$ cat src/rtl/mem_arbiter.sv
// mem_arbiter: round-robin two-master arbiter onto a single memory port.
// One transaction per IDLE/ACCESS/DONE pass; all outputs registered or decoded from state.
module mem_arbiter #(
    parameter int MEM_WORDS = 1024
) (
    input  logic        clock,
    input  logic        reset,
    input  logic        m0_req,
    input  logic [29:0] m0_address,
    input  logic [31:0] m0_data_out,
    input  logic [3:0]  m0_data_strobes,
    input  logic        m0_write,
    output logic [31:0] m0_data_in,
    output logic        m0_ack,
    output logic        m0_bus_error,
    output logic        m0_grant,
    input  logic        m1_req,
    input  logic [29:0] m1_address,
    input  logic [31:0] m1_data_out,
    input  logic [3:0]  m1_data_strobes,
    input  logic        m1_write,
    output logic [31:0] m1_data_in,
    output logic        m1_ack,
    output logic        m1_bus_error,
    output logic        m1_grant,
    output logic [29:0] address,
    output logic [31:0] data_out,
    output logic [3:0]  data_strobes,
    output logic        read,
    output logic        write,
    input  logic [31:0] data_in
);
    typedef enum logic [1:0] {IDLE, ACCESS, DONE} state_t;
    localparam logic [30:0] LIMIT = 31'(MEM_WORDS);
    state_t      state, state_nx;
    logic        last, owner, write_l, err, any_req, pick, sel_write;
    logic [29:0] sel_address;
    logic [31:0] sel_data;
    logic [3:0]  sel_strobes;

    always_comb begin
        state_nx    = state;
        any_req     = m0_req | m1_req;
        pick        = (m0_req & m1_req) ? ~last : m1_req;
        sel_address = pick ? m1_address : m0_address;
        sel_data    = pick ? m1_data_out : m0_data_out;
        sel_strobes = pick ? m1_data_strobes : m0_data_strobes;
        sel_write   = pick ? m1_write : m0_write;
        case (state)
            IDLE:    state_nx = any_req ? ACCESS : IDLE;
            ACCESS:  state_nx = DONE;
            default: state_nx = IDLE;
        endcase
    end

    always_ff @(posedge clock or negedge reset) begin
        if (!reset) begin
            state        <= IDLE;
            last         <= 1'b1;
            owner        <= 1'b0;
            write_l      <= 1'b0;
            err          <= 1'b0;
            address      <= '0;
            data_out     <= '0;
            data_strobes <= '0;
            m0_data_in   <= '0;
            m1_data_in   <= '0;
        end else begin
            state <= state_nx;
            if (state == IDLE && any_req) begin
                owner        <= pick;
                last         <= pick;
                address      <= sel_address;
                data_out     <= sel_data;
                data_strobes <= sel_strobes;
                write_l      <= sel_write;
                err          <= {1'b0, sel_address} >= LIMIT;
            end
            // read data lands on the ACCESS->DONE edge, only for legal reads
            if (state == ACCESS && !write_l && !err) begin
                if (owner) m1_data_in <= data_in;
                else m0_data_in <= data_in;
            end
        end
    end

    assign read         = (state == ACCESS) & ~write_l & ~err;
    assign write        = (state == ACCESS) & write_l & ~err;
    assign m0_ack       = (state == DONE) & ~owner & ~err;
    assign m1_ack       = (state == DONE) & owner & ~err;
    assign m0_bus_error = (state == DONE) & ~owner & err;
    assign m1_bus_error = (state == DONE) & owner & err;
    assign m0_grant     = (state != IDLE) & ~owner;
    assign m1_grant     = (state != IDLE) & owner;
endmodule

$ cat config.mk
export PLATFORM = sky130hd
export DESIGN_NAME = mem_arbiter
export DESIGN_NICKNAME = d
export VERILOG_FILES = /design/src/rtl/mem_arbiter.sv
export SDC_FILE = /design/constraint.sdc
export NUM_CORES = 1
export LEC_CHECK = 0
export BUFFER_PORTS_ARGS = -buffer_cell sky130_fd_sc_hd__buf_2
export CAP_MARGIN = 20
export CORE_ASPECT_RATIO = 1.75
export CORE_MARGIN = 4
export CORE_UTILIZATION = 47
export CTS_BUF_LIST = sky130_fd_sc_hd__clkbuf_2
export DETAILED_ROUTE_END_ITERATION = 10
export MAX_ROUTING_LAYER = met4
export PLACE_DENSITY_LB_ADDON = 0.2
export SLEW_MARGIN = 10
export SYNTH_ARGS = -nofsm -noshare
export SYNTH_HDL_FRONTEND = slang
export SYNTH_SLANG_ARGS = --single-unit
$ cat constraint.sdc
create_clock -name clock -period 1.8 [get_ports clock]
set_input_delay 0.18 -clock clock [delete_from_list [all_inputs] [get_ports clock]]
set_output_delay 0.18 -clock clock [all_outputs]
set_load 0.01 [all_outputs]
==> impl_summary.log, run 1 <==
INFO  metric coreArea = ~12000 sq um
INFO  metric timing.reg2reg.worst_path_depth = 5
INFO  metric route.antenna.remaining_nets = 0
INFO  metric relative_slew_slack = around 68%
INFO  metric hold_depth = 3
INFO  metric initial_antenna_violation_count = 1
INFO  metric timing.critical_path.arrival = 1.70 ns
INFO  metric setup-violations-final = 7
INFO  metric placement.io_buffers = ~310
INFO  metric clock_tree.buffer_depth = 2
INFO  metric synth.yosys.seq_area_share = 57.6%
INFO  metric gr_peak_layer = met2
INFO  metric power.density = around 1200 nW/um^2
INFO  metric regToRegSetupSlack = around 0.060 ns
INFO  metric drc_errors = 0
INFO  metric fmax = roughly 0.53 GHz
INFO  metric rsz0062_at_grt = true
INFO  metric holdCritStartpoint = data_in[10]
INFO  metric detailroute.via_count = roughly 6700
INFO  metric slew_violations = 0
INFO  metric max_cap_viol = 0
INFO  metric dr_vias_cell = around 5.4
INFO  metric worst_setup_path_start_kind = register
INFO  metric timing.critical_path.required = 1.62 ns
INFO  metric post_route_cells_drive_above_1_share = 43.2%
INFO  metric grtUsageMet3 = between 7 and 8%
INFO  metric grt_use_total = between 30% and 40%
INFO  metric drtIter0Drc = between 400 and 500
INFO  metric clkSlewWorstSetupHoldPaths = approximately 0.23 ns
INFO  metric synth_enable_flop_cells = 0
INFO  metric run_status = finished with violations
INFO  metric dr_pass1_iterations = 5
INFO  metric min_period_over_period = 104%
INFO  metric htree_num_levels = 4
INFO  metric numCtsBuffers = 17
INFO  metric number_of_primary_i_o_pins = just over 300
INFO  metric reg_to_reg_end = m0_data_in[27]
INFO  metric start_util = roughly 48%
INFO  metric ys_warnings = 0
INFO  metric clock_skew = 0.0360 ns
INFO  metric mappedNetlistArea = just under 6000 sq um
INFO  metric tritoncts_clock_tree = done
INFO  metric rows = 54
INFO  metric globalRoute.totalOverflow = 0
INFO  metric netlist_instances = roughly 540
INFO  metric hold_path_class = in -> reg
INFO  metric replace_congestion = just under 1
INFO  metric area.growth.synth_to_final = 72.0%
INFO  metric ff_to_ff_start = owner
INFO  metric post_drt_wl_per_cell = slightly below 20 um
INFO  metric place_area = ~7700 sq um
INFO  metric grt_start_max_net_pins = between 80 and 90
INFO  metric final_std_cell_area_no_fill = 10200 sq um
INFO  metric critical_path_class = reg -> out
INFO  metric mappedNetlistNets = roughly 700
INFO  metric chipHeight = between 150 and 200 um
INFO  metric holdPathEnd = m1_data_in[10]
INFO  metric timing.final.crit_period = 1.88 ns
INFO  metric report.final.hold_viol_count = 0
INFO  metric cts.sink_count = between 100 and 150
INFO  metric leakage = between 5 and 6 nW
INFO  metric violations = negative setup slack
INFO  metric detail_route.wirelength = between 20000 and 25000 um
INFO  metric fraction_of_met1_tracks_used_by_global_routing = 35.1%
INFO  metric final_common_cell = sky130_fd_sc_hd__buf_2
INFO  metric die_w = between 90 and 100 um
INFO  metric hpwlAfterDp = between 10000 and 15000 um
INFO  metric worst-path-max-fanout = 8
INFO  metric power.ir.vdd_worst = 0.870 mV
INFO  metric fp.dieArea = around 14000 sq um
INFO  metric crit_path_end_kind = primary output
INFO  metric synthDistinctLibCells = 34
INFO  metric wire_length_of_the_first_global_routing_pass = between 30000 and 40000 um
INFO  metric layout_setup_ws = -0.0753 ns
INFO  metric mostFrequentLayoutCells = sky130_fd_sc_hd__buf_2 (301), sky130_fd_sc_hd__dlygate4sd3_1 (178), sky130_fd_sc_hd__nand2_1 (135)
INFO  metric ys_flop_type = sky130_fd_sc_hd__dfrtp_1
INFO  metric worst-slew-pin-transition = between 0.4 and 0.5 ns
INFO  metric synth-async-reset-ratio = 100%
INFO  metric synth.avg_cell_area = 10.9 sq um
INFO  metric first_global_vias = ~6800
INFO  metric gr-usage-met2 = between 50% and 60%
INFO  metric worst_skew_pair.late_latency = around 0.7 ns
INFO  metric finish.net_count = about 1200
INFO  metric final.hold.worst_slack = ~0.25 ns
INFO  metric ys_ff_latch = about 140
INFO  metric clk_root_buffer_cell = sky130_fd_sc_hd__clkbuf_2
[state kept, by name, indices dropped and copies added, names as in the netlist]
signal        flops
state             2
write_l           1
data_strobes      4
err               1
data_out         32
last              1
m1_data_in       32
m0_data_in       32
address          30
owner             1
[kinds of logic after synthesis]
kind of cell	after synthesis	synth area share [%]
AND/OR/NAND/NOR	231	16.5
flip-flops	136	57.6
AO/OA/AOI/OAI	76	8.11
multiplexers	64	14.1
buffers and inverters	37	3.62
[synth_stat cells, types with 3 or more instances]
master,number,area (sq um)
sky130_fd_sc_hd__buf_2,18,90.1
sky130_fd_sc_hd__nand2_1,136,510
sky130_fd_sc_hd__nor2_1,71,267
sky130_fd_sc_hd__mux2_4,30,450
sky130_fd_sc_hd__mux2_2,32,360
sky130_fd_sc_hd__dfrtp_1,135,3380
sky130_fd_sc_hd__buf_6,6,67.6
sky130_fd_sc_hd__nor4_1,7,43.8
sky130_fd_sc_hd__a31oi_1,68,425
sky130_fd_sc_hd__clkbuf_1,9,33.8
sky130_fd_sc_hd__a21oi_1,3,15.0
[worst max-delay path, cell delays in order (launching register included)]
cell and delay [ns]:
sky130_fd_sc_hd__dfrtp_2 0.54, sky130_fd_sc_hd__nor4b_4 0.30, sky130_fd_sc_hd__buf_2 0.19
[per-stage QoR]
step | setup TNS [ns] | power (mW) | worst slack [ns] | cells | util [%]
finish | -0.291 | 12.3 | -0.0753 | 1235 | 82.2
detailed placement | 0 | 8.62 | 0.202 | 996 | 62.0
global placement | 0 | 8.45 | 0.257 | 996 | 62.0
CTS | -0.819 | 11.1 | -0.141 | 1215 | 79.5
global route | -1.41 | 12.9 | -0.203 | 1233 | 82.1
floorplan | 0 | 6.80 | 0.254 | 544 | -
[area by class of cell]
| type | count | area (sq um) |
|---|---|---|
| Multi-Input combinational cell | 371 | 2370 |
| Timing Repair Buffer | 523 | 3900 |
| Antenna cell | 3 | 7.51 |
| Inverter | 2 | 7.51 |
| Tap cell | 168 | 210 |
| Clock buffer | 17 | 85.1 |
| Fill cell | 699 | 2200 |
| Sequential cell | 136 | 3410 |
| Clock inverter | 15 | 166 |
[metal layers]
metal | vias to the layer above | wire length, um
li1 | 2901 | -
met4 | 0 | 1450
met2 | 448 | 12500
met1 | 3176 | 8340
met5 | - | 0
met3 | 127 | 1840
[how the worst max path moves through the flow]
stage | start | endpoint | slack, ns | cells past startpoint
finish | err | m0_ack | -0.08 | 2
global route | err | m0_ack | -0.20 | 2
CTS | err | m0_ack | -0.14 | 2
floorplan | err | m0_data_in[10] | 0.25 | 3
global placement | err | m0_data_in[24] | 0.26 | 3
detailed placement | err | m0_data_in[24] | 0.20 | 3
[where the power goes]
part	switching (mW)	total [mW]	leakage (nW)	internal [mW]
registers	0.604	4.57	1.62	3.96
logic	3.03	5.76	3.34	2.73
clock network	1.27	1.94	0.138	0.668
[what timing repair did]
action | CTS | global route
endpoints found under the hold margin | 269 | 0
setup buffers | 8 | 10
pin swaps | 4 | 4
cloned | 0 | 9
hold buffers | 179 | 0
endpoints found under the setup margin | 8 | 78
resized for setup | 17 | 14
Power figures use the tool's default switching activity.
==> run 2: changes to the inputs <==
--- a/config.mk
+++ b/config.mk
@@ -7,11 +7,10 @@
 export LEC_CHECK = 0
 export BUFFER_PORTS_ARGS = -buffer_cell sky130_fd_sc_hd__buf_2
 export CAP_MARGIN = 20
-export CORE_ASPECT_RATIO = 1.75
-export CORE_MARGIN = 4
-export CORE_UTILIZATION = 47
+export CORE_AREA = 2 2 119 121
 export CTS_BUF_LIST = sky130_fd_sc_hd__clkbuf_2
 export DETAILED_ROUTE_END_ITERATION = 10
+export DIE_AREA = 0 0 121 123
 export MAX_ROUTING_LAYER = met4
 export PLACE_DENSITY_LB_ADDON = 0.2
 export SLEW_MARGIN = 10
==> run 2 against run 1 <==
The run still ends with negative setup slack left. Worst setup slack improved by 0.032 ns. Sequential power fell by 0.9%. Non-clock buffer count shrank 14. First-iteration DRC count up 34%. Highest routed layer unchanged.
==> impl_summary.log, run 2 (synthesis gave the netlist of run 1 again) <==
INFO  metric hold_path_class = in -> reg
INFO  metric initial_antenna_violation_count = 0
INFO  metric timing.critical_path.required = around 1.6 ns
INFO  metric leakage = between 5 and 6 nW
INFO  metric number_of_primary_i_o_pins = 308
INFO  metric report.final.hold_viol_count = 0
INFO  metric critical_path_class = reg -> out
INFO  metric detail_route.wirelength = 22600 um
INFO  metric start_util = a little over two fifths
INFO  metric hpwlAfterDp = ~13000 um
INFO  metric cts.sink_count = about 140
INFO  metric worst_setup_path_start_kind = register
INFO  metric clk_root_buffer_cell = sky130_fd_sc_hd__clkbuf_2
INFO  metric numCtsBuffers = 17
INFO  metric post_drt_wl_per_cell = 18.3 um
INFO  metric finish.net_count = approximately 1200
INFO  metric power.ir.vdd_worst = 0.910 mV
INFO  metric placement.io_buffers = roughly 300
INFO  metric htree_num_levels = 4
INFO  metric reg_to_reg_end = m0_data_in[2]
INFO  metric dr_pass1_iterations = 6
INFO  metric fmax = roughly 0.54 GHz
INFO  metric layout.cells.non_filler = 1231
INFO  metric first_global_vias = about 6600
INFO  metric regToRegSetupSlack = approximately 0.040 ns
INFO  metric dr_vias_cell = 5.26
INFO  metric chipHeight = 123 um
INFO  metric rsz0062_at_grt = true
INFO  metric fp.dieArea = ~15000 sq um
INFO  metric drc_errors = 0
INFO  metric seq_power_share = 39.3%
INFO  metric route.antenna.remaining_nets = 0
INFO  metric internal_power = around 7 mW
INFO  metric violations = negative setup slack
INFO  metric worst-path-max-fanout = 5
INFO  metric pre_cts_slack = 0.195 ns
INFO  metric hold_depth = 5
INFO  metric numPlacedInstances = roughly 1000
INFO  metric relative_slew_slack = between 60% and 70%
INFO  metric max_cap_viol = 0
INFO  metric grt_use_total = between 20% and 30%
INFO  metric detailroute.via_count = 6470
INFO  metric crit_path_end_kind = primary output
INFO  metric mostFrequentLayoutCells = sky130_fd_sc_hd__buf_2 (303), sky130_fd_sc_hd__dlygate4sd3_1 (170), sky130_fd_sc_hd__nand2_1 (135)
INFO  metric min_period_over_period = 102%
INFO  metric globalRoute.totalOverflow = 0
INFO  metric worst-slew-pin-transition = around 0.57 ns
INFO  metric layout_setup_ws = -0.0431 ns
INFO  metric area.growth.synth_to_final = 68.9%
INFO  metric clock_skew = 0.0414 ns
INFO  metric drtIter0Drc = 585
INFO  metric power.density = ~1200 nW/um^2
INFO  metric post_route_cells_drive_above_1_share = a little over two fifths
INFO  metric tns = -0.126 ns
INFO  metric die_w = between 100 and 150 um
INFO  metric worst_skew_pair.late_latency = about 0.70 ns
INFO  metric wire_length_of_the_first_global_routing_pass = about 33000 um
INFO  metric clock_tree.buffer_depth = 2
INFO  metric share_comb_of_total_power = 45.5%
INFO  metric final_common_cell = sky130_fd_sc_hd__buf_2
INFO  metric timing.critical_path.arrival = between 1.5 and 2 ns
INFO  metric holdPathEnd = address[28]
INFO  metric timing.reg2reg.worst_path_depth = 5
INFO  metric run_status = finished with violations
INFO  metric holdCritStartpoint = m1_req
INFO  metric ff_to_ff_start = err
INFO  metric setup-violations-final = 4
INFO  metric p_sw_share = roughly two fifths
INFO  metric slew_violations = 0
INFO  metric clockPowerShare = 15.2%
INFO  metric timing.final.crit_period = around 1.8 ns
INFO  metric replace_congestion = around 0.86
INFO  metric grt_start_max_net_pins = 75
INFO  metric rows = between 40 and 50
INFO  metric reg.largest.list = data_out: 32 flops, m0_data_in: 32 flops, m1_data_in: 32 flops
INFO  metric p_sw = around 4.5 mW
INFO  metric coreArea = 13600 sq um
INFO  metric tritoncts_clock_tree = done
INFO  metric clkSlewWorstSetupHoldPaths = about 0.21 ns
-- run 2: power groups by stage --
stage	Combinational (mW)	Sequential, mW	Clock, mW
2_1_floorplan	1.87	4.93	0
3_3_place_gp	3.90	4.52	0
3_5_place_dp	4.01	4.57	0
4_1_cts	4.44	4.51	1.81
5_1_grt	5.65	4.64	1.93
6_report	5.26	4.53	1.75
-- run 2: what timing repair did --
action                                  in CTS  in global routing
endpoints found under the setup margin       8                 60
buffers inserted                             6                  4
hold buffers                               170                  0
endpoints found under the hold margin      269                  0
cloned                                       0                  9
resized for setup                           14                  6
pin swaps                                    4                  3
-- run 2: how the worst max path moves through the flow --
stage | start | endpoint | cells past startpoint
floorplan | err | m0_data_in[10] | 3
global placement | err | m0_data_in[4] | 3
detailed placement | err | m0_data_in[8] | 3
CTS | owner | m1_ack | 3
global route | owner | m1_ack | 3
finish | owner | m1_bus_error | 3
-- run 2: per-stage QoR --
step	instance area (sq um)	utilization, %	total power [mW]	hold slack [ns]
6_report	9980	73.3	11.5	0.101
2_1_floorplan	5910	-	6.80	-0.116
4_1_cts	9720	71.4	10.8	0.0232
5_1_grt	9980	73.3	12.2	0.0778
3_5_place_dp	7710	56.7	8.58	0.183
3_3_place_gp	7710	56.7	8.42	0.176
-- run 2: cell type report --
class                           instances  area [sq um]
Clock inverter                         12           126
Multi-Input combinational cell        372          2340
Antenna cell                            1          2.50
Sequential cell                       136          3410
Inverter                                2          7.51
Fill cell                             883          3630
Clock buffer                           19          95.1
Tap cell                              180           225
Timing Repair Buffer                  509          3770
-- run 2: worst max-delay path, stage by stage (launching register included) --
cell                      delay [ns]
sky130_fd_sc_hd__dfrtp_2        0.49
sky130_fd_sc_hd__buf_4          0.15
sky130_fd_sc_hd__and4b_1        0.21
sky130_fd_sc_hd__buf_6          0.13
-- run 2: routing by layer --
metal / share of wire, % / routed length [um] / GRT usage, %
met1: 37 / 8330 / 32.5
met2: 51 / 11400 / 48.4
met3: 8.4 / 1900 / 6.78
met4: 3.9 / 874 / 14.6
met5: 0 / 0 / -
==> run 3: changes to the inputs <==
--- a/config.mk
+++ b/config.mk
@@ -11,6 +11,7 @@
 export CTS_BUF_LIST = sky130_fd_sc_hd__clkbuf_2
 export DETAILED_ROUTE_END_ITERATION = 10
 export DIE_AREA = 0 0 121 123
+export GPL_TIMING_DRIVEN = 0
 export MAX_ROUTING_LAYER = met4
 export PLACE_DENSITY_LB_ADDON = 0.2
 export SLEW_MARGIN = 10
==> run 3 against run 2 <==
The flow still finishes with violations (negative setup slack). Cell area decreased by 0.97%. Maximum frequency decreased by 0.27%. Flip-flop and latch count unchanged. Clock skew decreased by 0.0065 ns. Total power decreased by 1.5%. Largest cell class unchanged. Worst hold slack got worse by 0.0017 ns. Global-route usage increased by 1.5 points. First-iteration DRC count decreased by 22%. Worst setup slack got worse by 0.0050 ns. Combinational power decreased by 10%. Critical endpoint is now write.
==> impl_summary.log, run 3 (synthesis gave the netlist of run 1 again) <==
INFO  metric hpwlAfterDp = ~14000 um
INFO  metric worst_setup_path_start_kind = register
INFO  metric first_global_vias = roughly 7000
INFO  metric worst-slew-pin-transition = between 0.7 and 0.8 ns
INFO  metric detailroute.via_count = roughly 6500
INFO  metric tritoncts_clock_tree = done
INFO  metric layout.cells.non_filler = roughly 1200
INFO  metric final.hold.worst_slack = a little under 0.1 ns
INFO  metric post_drt_wl_per_cell = ~18 um
INFO  metric die_w = approximately 120 um
INFO  metric final_common_cell = sky130_fd_sc_hd__buf_2
INFO  metric critical_path_class = reg -> out
INFO  metric holdCritStartpoint = m1_req
INFO  metric dr_vias_cell = 5.26
INFO  metric detail_route.wirelength = approximately 22000 um
INFO  metric violations = negative setup slack
INFO  metric drc_errors = 0
INFO  metric tns = -0.246 ns
INFO  metric relative_slew_slack = between 50 and 60%
INFO  metric route.antenna.remaining_nets = 0
INFO  metric leakage = 5.01 nW
INFO  metric crit_family = flip-flops
INFO  metric crit_path_end_kind = primary output
INFO  metric globalRoute.totalOverflow = 0
INFO  metric number_of_primary_i_o_pins = approximately 310
INFO  metric timing.critical_path.required = approximately 1.6 ns
INFO  metric clock_skew = approximately 0.035 ns
INFO  metric layout_setup_ws = -0.0481 ns
INFO  metric timing.critical_path.arrival = 1.67 ns
INFO  metric placement.io_buffers = between 300 and 400
INFO  metric post_route_cells_drive_above_1_share = 43.0%
INFO  metric hold_path_class = in -> reg
INFO  metric cts.sink_count = 136
INFO  metric htree_num_levels = 4
INFO  metric replace_congestion = about 0.9
INFO  metric fmax = 0.541 GHz
INFO  metric fp.dieArea = ~15000 sq um
INFO  metric min_period_over_period = 103%
INFO  metric grt_start_max_net_pins = 76
INFO  metric power.ir.vdd_worst = just under 0.7 mV
INFO  metric clkSlewWorstSetupHoldPaths = about 0.22 ns
INFO  metric post-layout-total-power = roughly 11 mW
INFO  metric filler_cell_count = between 900 and 1000
INFO  metric report.final.hold_viol_count = 0
INFO  metric clock_tree.buffer_depth = 2
INFO  metric chipHeight = about 120 um
INFO  metric grt_use_total = 30.4%
INFO  metric numPlacedInstances = 1032
INFO  metric initial_antenna_violation_count = 1
INFO  metric worst_path_max_delay_cell = sky130_fd_sc_hd__dfrtp_2
INFO  metric drtIter0Drc = 457
INFO  metric dr_pass1_iterations = 5
INFO  metric worst_skew_pair.late_latency = 0.70 ns
INFO  metric rows = 43
INFO  metric timing.final.crit_period = roughly 1.8 ns
INFO  metric setup-violations-final = 8
INFO  metric area.growth.synth_to_final = 67.3%
INFO  metric worstPathBufferInverterCount = 1
INFO  metric critical_path.cell_chain = nand2b_4, nor3b_2, buf_2
INFO  metric mostFrequentLayoutCells = sky130_fd_sc_hd__buf_2 (317), sky130_fd_sc_hd__dlygate4sd3_1 (170), sky130_fd_sc_hd__nand2_1 (136)
INFO  metric max_cap_viol = 0
INFO  metric start_util = roughly 43%
INFO  metric worst-path-max-fanout = 7
INFO  metric slew_violations = 0
INFO  metric ff_to_ff_start = state[0]
INFO  metric worst_path_largest_cell_delay = 0.54 ns
INFO  metric run_status = finished with violations
INFO  metric numCtsBuffers = 17
INFO  metric rsz0062_at_grt = true
INFO  metric power.density = between 1000 and 1500 nW/um^2
INFO  metric coreArea = about 14000 sq um
INFO  metric reg.largest.list = data_out: 32 flops, m0_data_in: 32 flops, m1_data_in: 32 flops
INFO  metric clk_root_buffer_cell = sky130_fd_sc_hd__clkbuf_2
INFO  metric startpoint = state[0]
INFO  metric finish.net_count = 1220
INFO  metric wire_length_of_the_first_global_routing_pass = roughly 34000 um
[run 3: stage by stage]
step	setup slack (ns)	utilization (%)	instance area, sq um
2_1_floorplan	0.254	-	5910
3_3_place_gp	-1.24	56.3	7670
3_5_place_dp	-0.0878	56.6	7700
4_1_cts	-0.125	71.9	9790
5_1_grt	-0.208	72.6	9880
6_report	-0.0481	72.6	9880
[run 3: cell type report]
type | instances | area [sq um] | share of cell area, %
diodes | 1 | 2.50 | 0.0253
plain buffers | 34 | 231 | 2.34
clock buffers | 17 | 85.1 | 0.861
clock inverters | 14 | 198 | 2.00
inverters | 2 | 7.51 | 0.0760
multi-input cells | 371 | 2330 | 23.6
flip-flops and latches | 136 | 3410 | 34.5
well taps | 180 | 225 | 2.28
repair buffers | 488 | 3390 | 34.3
[run 3: power by group]
part | internal, mW | switching, mW | leakage, nW
combinational | 2.09 | 2.61 | 3.24
clock | 0.914 | 1.17 | 0.150
sequential | 3.97 | 0.606 | 1.62
[run 3: final timing paths]
check,end,slack [ns],depth (start not counted)
min reg2reg,m0_data_in[23],0.53,1
max in group asynchronous,data_out[7],0.45,4
min,address[28],0.1,5
min in group asynchronous,m0_data_in[11],0.55,3
max reg2reg,m0_data_in[9],0.03,6
max,write,-0.05,3
[run 3: routing by layer]
layer	share of wire (%)	GRT usage, %
met5	0	-
met2	52	52.6
met3	8.2	8.03
met1	36	32.9
met4	4.1	13.4
[run 3: worst min-delay path, delay by kind of cell]
| kind | cells | cell delay (ns) |
|---|---|---|
| and+or+nand+nor | 2 | 0.16 |
| AOI/OAI and AO/OA | 2 | 0.30 |
| buffers and inverters | 1 | 0.13 |
[run 3: timing repair]
| item | in CTS | in global routing |
|---|---|---|
| hold buffers | 169 | 1 |
| pin swaps | 3 | 4 |
| hold endpoints to repair | 269 | 1 |
| setup endpoints to repair | 58 | 85 |
| setup buffers | 5 | 5 |
| gates resized for setup | 20 | 17 |
